==> config.mk <==
export PLATFORM = sky130hd
export DESIGN_NAME = fg_vram_arbiter_flat
export DESIGN_NICKNAME = d
export VERILOG_FILES = /design/src/rtl/fg_vram_arbiter_if.sv /design/src/rtl/fg_vram_arbiter.sv /design/src/flat_wrapper.sv
export SDC_FILE = /design/constraint.sdc
export NUM_CORES = 1
export LEC_CHECK = 0
export CAP_MARGIN = 10
export CORE_MARGIN = 4
export CORE_UTILIZATION = 43
export DETAILED_ROUTE_END_ITERATION = 6
export PLACE_DENSITY = 0.95
export SYNTH_ARGS = -nofsm -noshare
export SYNTH_HDL_FRONTEND = slang
export SYNTH_SLANG_ARGS = --single-unit
==> constraint.sdc <==
create_clock -name clk -period 4.12 [get_ports clk]
set_input_delay 0.412 -clock clk [delete_from_list [all_inputs] [get_ports clk]]
set_output_delay 0.412 -clock clk [all_outputs]
set_load 0.05 [all_outputs]
==> src/rtl/fg_vram_arbiter_if.sv <==
// Signal bundle between the 68000 bus decode, the video tile fetcher, the foreground
// tile RAM and fg_vram_arbiter.
interface fg_vram_arbiter_if #(
  parameter int unsigned AW = 11,
  parameter int unsigned DW = 16
);
  logic          cpu_cs;
  logic          cpu_rw;
  logic          cpu_uds_n;
  logic          cpu_lds_n;
  logic [AW-1:0] cpu_addr;
  logic [DW-1:0] cpu_din;
  logic [DW-1:0] cpu_dout;
  logic          cpu_dtack_n;
  logic          vid_req;
  logic [AW-1:0] vid_addr;
  logic          vid_ack;
  logic [DW-1:0] vid_data;
  logic [AW-1:0] ram_addr;
  logic [DW-1:0] ram_din;
  logic [1:0]    ram_we;
  logic [DW-1:0] ram_dout;

  modport slave (
    input  cpu_cs, cpu_rw, cpu_uds_n, cpu_lds_n, cpu_addr, cpu_din,
    input  vid_req, vid_addr, ram_dout,
    output cpu_dout, cpu_dtack_n, vid_ack, vid_data, ram_addr, ram_din, ram_we
  );

  modport master (
    output cpu_cs, cpu_rw, cpu_uds_n, cpu_lds_n, cpu_addr, cpu_din,
    output vid_req, vid_addr, ram_dout,
    input  cpu_dout, cpu_dtack_n, vid_ack, vid_data, ram_addr, ram_din, ram_we
  );
endinterface

==> src/rtl/fg_vram_arbiter.sv <==
// Foreground tile RAM arbiter: serialises 68000 and video fetch accesses, drives DTACK.
// Define FG_VRAM_ARB_VIDEO_PRIORITY_EN to make video win every tie instead of alternating.
module fg_vram_arbiter #(
  parameter int unsigned AW = 11,
  parameter int unsigned DW = 16
) (
  input logic              clk,
  input logic              reset,
  fg_vram_arbiter_if.slave io_bus
);

  typedef enum logic [1:0] {StIdle, StAcc, StDone, StHold} state_e;
  typedef enum logic {OwnCpu = 1'b0, OwnVid = 1'b1} owner_e;

  state_e        r_state, w_state;
  owner_e        r_owner, w_owner;
  owner_e        r_last_grant, w_last_grant;
  logic          r_cpu_rd, w_cpu_rd;
  logic [AW-1:0] r_ram_addr, w_ram_addr;
  logic [DW-1:0] r_ram_din, w_ram_din;
  logic [1:0]    r_ram_we, w_ram_we;
  logic [DW-1:0] r_cpu_dout, w_cpu_dout;
  logic          r_cpu_dtack_n, w_cpu_dtack_n;
  logic          r_vid_ack, w_vid_ack;
  logic [DW-1:0] r_vid_data, w_vid_data;

  logic w_cpu_pend, w_vid_pend, w_grant_vid;

  // A request in its ack cycle is already served; masking it avoids a double fetch.
  assign w_cpu_pend = io_bus.cpu_cs;
  assign w_vid_pend = io_bus.vid_req & ~r_vid_ack;

`ifdef FG_VRAM_ARB_VIDEO_PRIORITY_EN
  assign w_grant_vid = w_vid_pend;
`else
  assign w_grant_vid = w_vid_pend & (~w_cpu_pend | (r_last_grant == OwnCpu));
`endif

  always_comb begin
    w_state       = r_state;
    w_owner       = r_owner;
    w_last_grant  = r_last_grant;
    w_cpu_rd      = r_cpu_rd;
    w_ram_addr    = r_ram_addr;
    w_ram_din     = r_ram_din;
    w_ram_we      = 2'b00;
    w_cpu_dout    = r_cpu_dout;
    w_cpu_dtack_n = r_cpu_dtack_n;
    w_vid_ack     = 1'b0;
    w_vid_data    = r_vid_data;
    unique case (r_state)
      StIdle: begin
        if (w_cpu_pend || w_vid_pend) begin
          w_state = StAcc;
          if (w_grant_vid) begin
            w_owner      = OwnVid;
            w_last_grant = OwnVid;
            w_ram_addr   = io_bus.vid_addr;
          end else begin
            w_owner      = OwnCpu;
            w_last_grant = OwnCpu;
            w_ram_addr   = io_bus.cpu_addr;
            w_cpu_rd     = io_bus.cpu_rw;
            if (!io_bus.cpu_rw) begin
              w_ram_din = io_bus.cpu_din;
              w_ram_we  = {~io_bus.cpu_uds_n, ~io_bus.cpu_lds_n};
            end
          end
        end
      end
      StAcc: w_state = StDone;
      StDone: begin
        if (r_owner == OwnVid) begin
          w_vid_data = io_bus.ram_dout;
          w_vid_ack  = 1'b1;
          w_state    = StIdle;
        end else begin
          if (r_cpu_rd) w_cpu_dout = io_bus.ram_dout;
          w_cpu_dtack_n = 1'b0;
          w_state       = StHold;
        end
      end
      // DTACK stays low until the 68000 ends the bus cycle; video waits meanwhile.
      StHold: begin
        if (!io_bus.cpu_cs) begin
          w_cpu_dtack_n = 1'b1;
          w_state       = StIdle;
        end
      end
      default: w_state = StIdle;
    endcase
  end

  always_ff @(posedge clk) begin
    if (reset) begin
      r_state       <= StIdle;
      r_owner       <= OwnCpu;
      r_last_grant  <= OwnCpu;
      r_cpu_rd      <= 1'b1;
      r_ram_addr    <= '0;
      r_ram_din     <= '0;
      r_ram_we      <= 2'b00;
      r_cpu_dout    <= '0;
      r_cpu_dtack_n <= 1'b1;
      r_vid_ack     <= 1'b0;
      r_vid_data    <= '0;
    end else begin
      r_state       <= w_state;
      r_owner       <= w_owner;
      r_last_grant  <= w_last_grant;
      r_cpu_rd      <= w_cpu_rd;
      r_ram_addr    <= w_ram_addr;
      r_ram_din     <= w_ram_din;
      r_ram_we      <= w_ram_we;
      r_cpu_dout    <= w_cpu_dout;
      r_cpu_dtack_n <= w_cpu_dtack_n;
      r_vid_ack     <= w_vid_ack;
      r_vid_data    <= w_vid_data;
    end
  end

  assign io_bus.cpu_dout    = r_cpu_dout;
  assign io_bus.cpu_dtack_n = r_cpu_dtack_n;
  assign io_bus.vid_ack     = r_vid_ack;
  assign io_bus.vid_data    = r_vid_data;
  assign io_bus.ram_addr    = r_ram_addr;
  assign io_bus.ram_din     = r_ram_din;
  assign io_bus.ram_we      = r_ram_we;

endmodule

==> src/flat_wrapper.sv <==
// flat-port wrapper written by rule: the top's interface ports become plain ports
module fg_vram_arbiter_flat 
#(
  parameter int unsigned AW = 11,
  parameter int unsigned DW = 16
)
  (clk, reset, io_bus_cpu_cs, io_bus_cpu_rw, io_bus_cpu_uds_n, io_bus_cpu_lds_n, io_bus_cpu_addr, io_bus_cpu_din, io_bus_vid_req, io_bus_vid_addr, io_bus_ram_dout, io_bus_cpu_dout, io_bus_cpu_dtack_n, io_bus_vid_ack, io_bus_vid_data, io_bus_ram_addr, io_bus_ram_din, io_bus_ram_we);
  fg_vram_arbiter_if #(.AW(AW), .DW(DW)) io_bus_i ();
  input logic clk;
  input logic reset;
  input wire logic [$bits(io_bus_i.cpu_cs)-1:0] io_bus_cpu_cs;
  input wire logic [$bits(io_bus_i.cpu_rw)-1:0] io_bus_cpu_rw;
  input wire logic [$bits(io_bus_i.cpu_uds_n)-1:0] io_bus_cpu_uds_n;
  input wire logic [$bits(io_bus_i.cpu_lds_n)-1:0] io_bus_cpu_lds_n;
  input wire logic [$bits(io_bus_i.cpu_addr)-1:0] io_bus_cpu_addr;
  input wire logic [$bits(io_bus_i.cpu_din)-1:0] io_bus_cpu_din;
  input wire logic [$bits(io_bus_i.vid_req)-1:0] io_bus_vid_req;
  input wire logic [$bits(io_bus_i.vid_addr)-1:0] io_bus_vid_addr;
  input wire logic [$bits(io_bus_i.ram_dout)-1:0] io_bus_ram_dout;
  output wire logic [$bits(io_bus_i.cpu_dout)-1:0] io_bus_cpu_dout;
  output wire logic [$bits(io_bus_i.cpu_dtack_n)-1:0] io_bus_cpu_dtack_n;
  output wire logic [$bits(io_bus_i.vid_ack)-1:0] io_bus_vid_ack;
  output wire logic [$bits(io_bus_i.vid_data)-1:0] io_bus_vid_data;
  output wire logic [$bits(io_bus_i.ram_addr)-1:0] io_bus_ram_addr;
  output wire logic [$bits(io_bus_i.ram_din)-1:0] io_bus_ram_din;
  output wire logic [$bits(io_bus_i.ram_we)-1:0] io_bus_ram_we;
  assign io_bus_i.cpu_cs = io_bus_cpu_cs;
  assign io_bus_i.cpu_rw = io_bus_cpu_rw;
  assign io_bus_i.cpu_uds_n = io_bus_cpu_uds_n;
  assign io_bus_i.cpu_lds_n = io_bus_cpu_lds_n;
  assign io_bus_i.cpu_addr = io_bus_cpu_addr;
  assign io_bus_i.cpu_din = io_bus_cpu_din;
  assign io_bus_i.vid_req = io_bus_vid_req;
  assign io_bus_i.vid_addr = io_bus_vid_addr;
  assign io_bus_i.ram_dout = io_bus_ram_dout;
  assign io_bus_cpu_dout = io_bus_i.cpu_dout;
  assign io_bus_cpu_dtack_n = io_bus_i.cpu_dtack_n;
  assign io_bus_vid_ack = io_bus_i.vid_ack;
  assign io_bus_vid_data = io_bus_i.vid_data;
  assign io_bus_ram_addr = io_bus_i.ram_addr;
  assign io_bus_ram_din = io_bus_i.ram_din;
  assign io_bus_ram_we = io_bus_i.ram_we;
  fg_vram_arbiter #(.AW(AW), .DW(DW)) u_core (.clk(clk), .reset(reset), .io_bus(io_bus_i));
endmodule
==> flow_metrics.py <==
metrics = {
    "power": {
        "swShare_pct": 30.29,
        "internal_power_uw": 1251,
        "p_sw_uw": 543.6,
        "p_clk_share_pct": 36.2,
        "powerDensity_nw_per_um2": 457.0,
        "combPwrFrac_pct": 23.5,
        "vdd_ir_drop_max_uv": 300.0,
        "cellLeakagePower_uw": 0.001382,
        "power_frac_seq_pct": 40.3,
    },
    "placement": {
        "dp.final_hpwl_um": 5198,
        "io_buffers": 123,
        "place_congestion": 0.7609,
        "post-place-cells": 485,
    },
    "floorplanning": {
        "io_pins": 124,
        "row_count": 27,
        "core_um2": 5574,
        "die_area_um2": 7075,
        "die_h_um": 84.12,
        "start_util_pct": 44.69,
        "fp.dieW_um": 84.12,
    },
    "global_route": {
        "antenna_found_initial": 0,
        "gr-usage-met3_pct": 3.949,
        "track_usage_pct": 20.65,
        "grt_pass1_wl_um": 11860,
        "grt.busiest_layer": "met2",
        "grt_pass1_vias": 2512,
        "grt-ovfl-total": 0,
        "grt_start_max_net_pins": 68,
        "grt_use_met1_pct": 22.84,
        "met2_usage_pct": 37.80,
    },
    "synth": {
        "postSynthAreaPerCell_um2": 7.959,
        "ys_seq_elements": 67,
        "ys_seq_area_share_pct": 53.84,
        "synth.distinct_cells": 25,
        "synthCells": 313,
        "syn_nets": 374,
        "synth_area_um2": 2491,
        "ys_warn_count": 0,
    },
    "setup_path": {
        "crit_arrival_ns": 2.47,
        "startpoint_type": "input port",
        "r2r_cells": 4,
        "path_class": "in2reg",
        "crit_required_ns": 4.28,
        "r2r_slack_ns": 2.04,
        "critical_path.endpoint_type": "register",
        "cp_max_fo": 14,
        "worstReg2RegStart": "u_core.io_bus.vid_ack",
        "r2r_end": "u_core.io_bus.ram_addr[10]",
    },
    "worst_hold_path": {
        "hp-start": "u_core.io_bus.ram_din[4]",
        "holdCritPathClass": "reg2reg",
        "whs_endpoint": "u_core.io_bus.ram_din[4]",
        "worst_hold_path.num_cells": 2,
    },
    "drt": {
        "dr_total_vias": 2570,
        "first_pass_iters": 4,
        "drc": 0,
        "dr.first_iter.drc_count": 140,
        "antenna_left": 0,
        "routed_via_density": 5.140,
        "wire_per_inst_um": 14.59,
        "wl_um": 7294,
    },
    "cts": {
        "clock_sinks": 67,
        "cts_made_buffers": 9,
        "cts.path.max_buffers": 2,
        "cts_setup_buffers": 0,
        "hold_buffers": 0,
        "root_buffer": "clkbuf_8",
        "cts_resized": 0,
        "cts_tree": "yes",
        "htreeDepth": 3,
        "path_clk_slew_ns": 0.07,
        "clk_latency_ns": 0.34,
    },
    "timing": {
        "final_hold_viol_count": 0,
        "rsz0062_at_grt": "no",
        "finClkSkew_ns": 0.007736,
        "fin_crit_ns": 2.310,
        "fin_crit_sh_pct": 56.07,
        "final.setup.tns_ns": 0,
        "worstMarginPinSlew_ns": 1.148,
        "slew_viol_final": 0,
        "slew_headroom_pct": 23.47,
        "max_freq_mhz": 432.9,
        "finalSetupViolations": 0,
    },
    "final_layout": {
        "area_delta_synth_final_pct": 57.61,
        "layout_common_cells": "clkdlybuf4s50_1 (122), nand2_1 (101), dfxtp_1 (67), a21oi_1 (62), nor2_1 (15)",
        "final_cells": 500,
        "drive_gt1_share_pct": 4.206,
        "finalNetCount": 485,
        "n_antenna_cell": 0,
        "final_common_cell": "clkdlybuf4s50_1",
    },
    "outcome": {
        "run_status": "completed",
    },
    "run": {
        "drv_cap": 0,
    },
}
[sequential cells by signal, summed over array words and instances, names as in the netlist]
name and count:
u_core.io_bus.cpu_dout 16, u_core.io_bus.cpu_dtack_n 1, u_core.io_bus.ram_addr 11, u_core.io_bus.ram_din 16, u_core.io_bus.ram_we 2, u_core.io_bus.vid_ack 1, u_core.io_bus.vid_data 16, u_core.r_cpu_rd 1
u_core.r_owner 1, u_core.r_state 2
[final cells by class]
| cell class | instances | area (µm²) |
|---|---|---|
| Clock buffer | 9 | 123.9 |
| Clock inverter | 6 | 113.9 |
| Fill cell | 433 | 1648 |
| Inverter | 2 | 7.507 |
| Multi-Input combinational cell | 221 | 1023 |
| Sequential cell | 67 | 1341 |
| Tap cell | 72 | 90.09 |
| Timing Repair Buffer | 123 | 1226 |
[cells in the mapped netlist, drive strengths merged]
master,number,area share (%)
inv,2,0.30
or3b,1,0.35
nand4b,1,0.60
and2,1,0.25
and4b,1,0.40
a211oi,10,3.0
o21ai,4,0.80
nor2,16,2.5
o21bai,1,0.30
nand3,12,2.4
and3,2,0.50
o21a,1,0.30
buf,11,3.0
clkbuf,12,1.8
dfxtp,67,54
or2,1,0.25
nor2b,1,0.25
nand2,101,15
nand2b,2,0.50
nor3,3,0.60
a311oi,1,0.35
a21oi,62,12
[logic make-up (layout without fill, tap and decap cells)]
kind of cell | Yosys count | after routing | share of synthesized area [%]
AND/OR/NAND/NOR | 142 | 142 | 23.86
AO/OA/AOI/OAI | 79 | 79 | 17.23
flip-flops | 67 | 67 | 53.84
buffers and inverters | 25 | 140 | 5.073
[routing by layer]
metal | up-vias | wire, µm
met5 | - | 0
met4 | 0 | 176
met3 | 14 | 386
met2 | 91 | 3825
met1 | 1201 | 2906
li1 | 1264 | -
[worst max-delay path by stage]
stage	startpoint	endpoint	slack [ns]	depth (start not counted)
2_1_floorplan	u_core.io_bus.vid_ack	u_core.io_bus.ram_din[13]	2.53	6
3_3_place_gp	io_bus_vid_req	u_core.io_bus.ram_addr[3]	1.66	5
3_5_place_dp	io_bus_vid_req	u_core.io_bus.ram_addr[6]	1.48	5
4_1_cts	io_bus_vid_req	u_core.io_bus.ram_addr[10]	1.83	5
5_1_grt	io_bus_vid_req	u_core.io_bus.ram_addr[10]	1.68	5
6_report	io_bus_vid_req	u_core.io_bus.ram_addr[10]	1.81	5
[critical path, stage by stage]
cell             delay, ns
clkdlybuf4s50_1       0.47
nor2b_1               0.73
nand2_1               0.47
a21oi_1               0.29
a211oi_1              0.10
[power by group through the flow]
stage               Sequential [µW]  Combinational, µW  Clock [µW]
floorplan                       868                127           0
global placement                734                410           0
detailed placement              736                421           0
CTS                             722                424         660
global route                    728                447         690
finish                          723                422         650
[per-stage QoR]
step	power (µW)	worst slack [ns]	util (%)	cell area (µm²)	hold slack (ns)
2_1_floorplan	995.8	2.526	-	2491	0.4595
3_3_place_gp	1144	1.663	66.17	3689	0.4417
3_5_place_dp	1157	1.478	66.17	3689	0.4457
4_1_cts	1806	1.828	70.44	3926	0.4561
5_1_grt	1865	1.682	70.44	3926	0.4717
6_report	1794	1.810	70.44	3926	0.4545
Note: power is estimated with default switching activity, not from simulation.
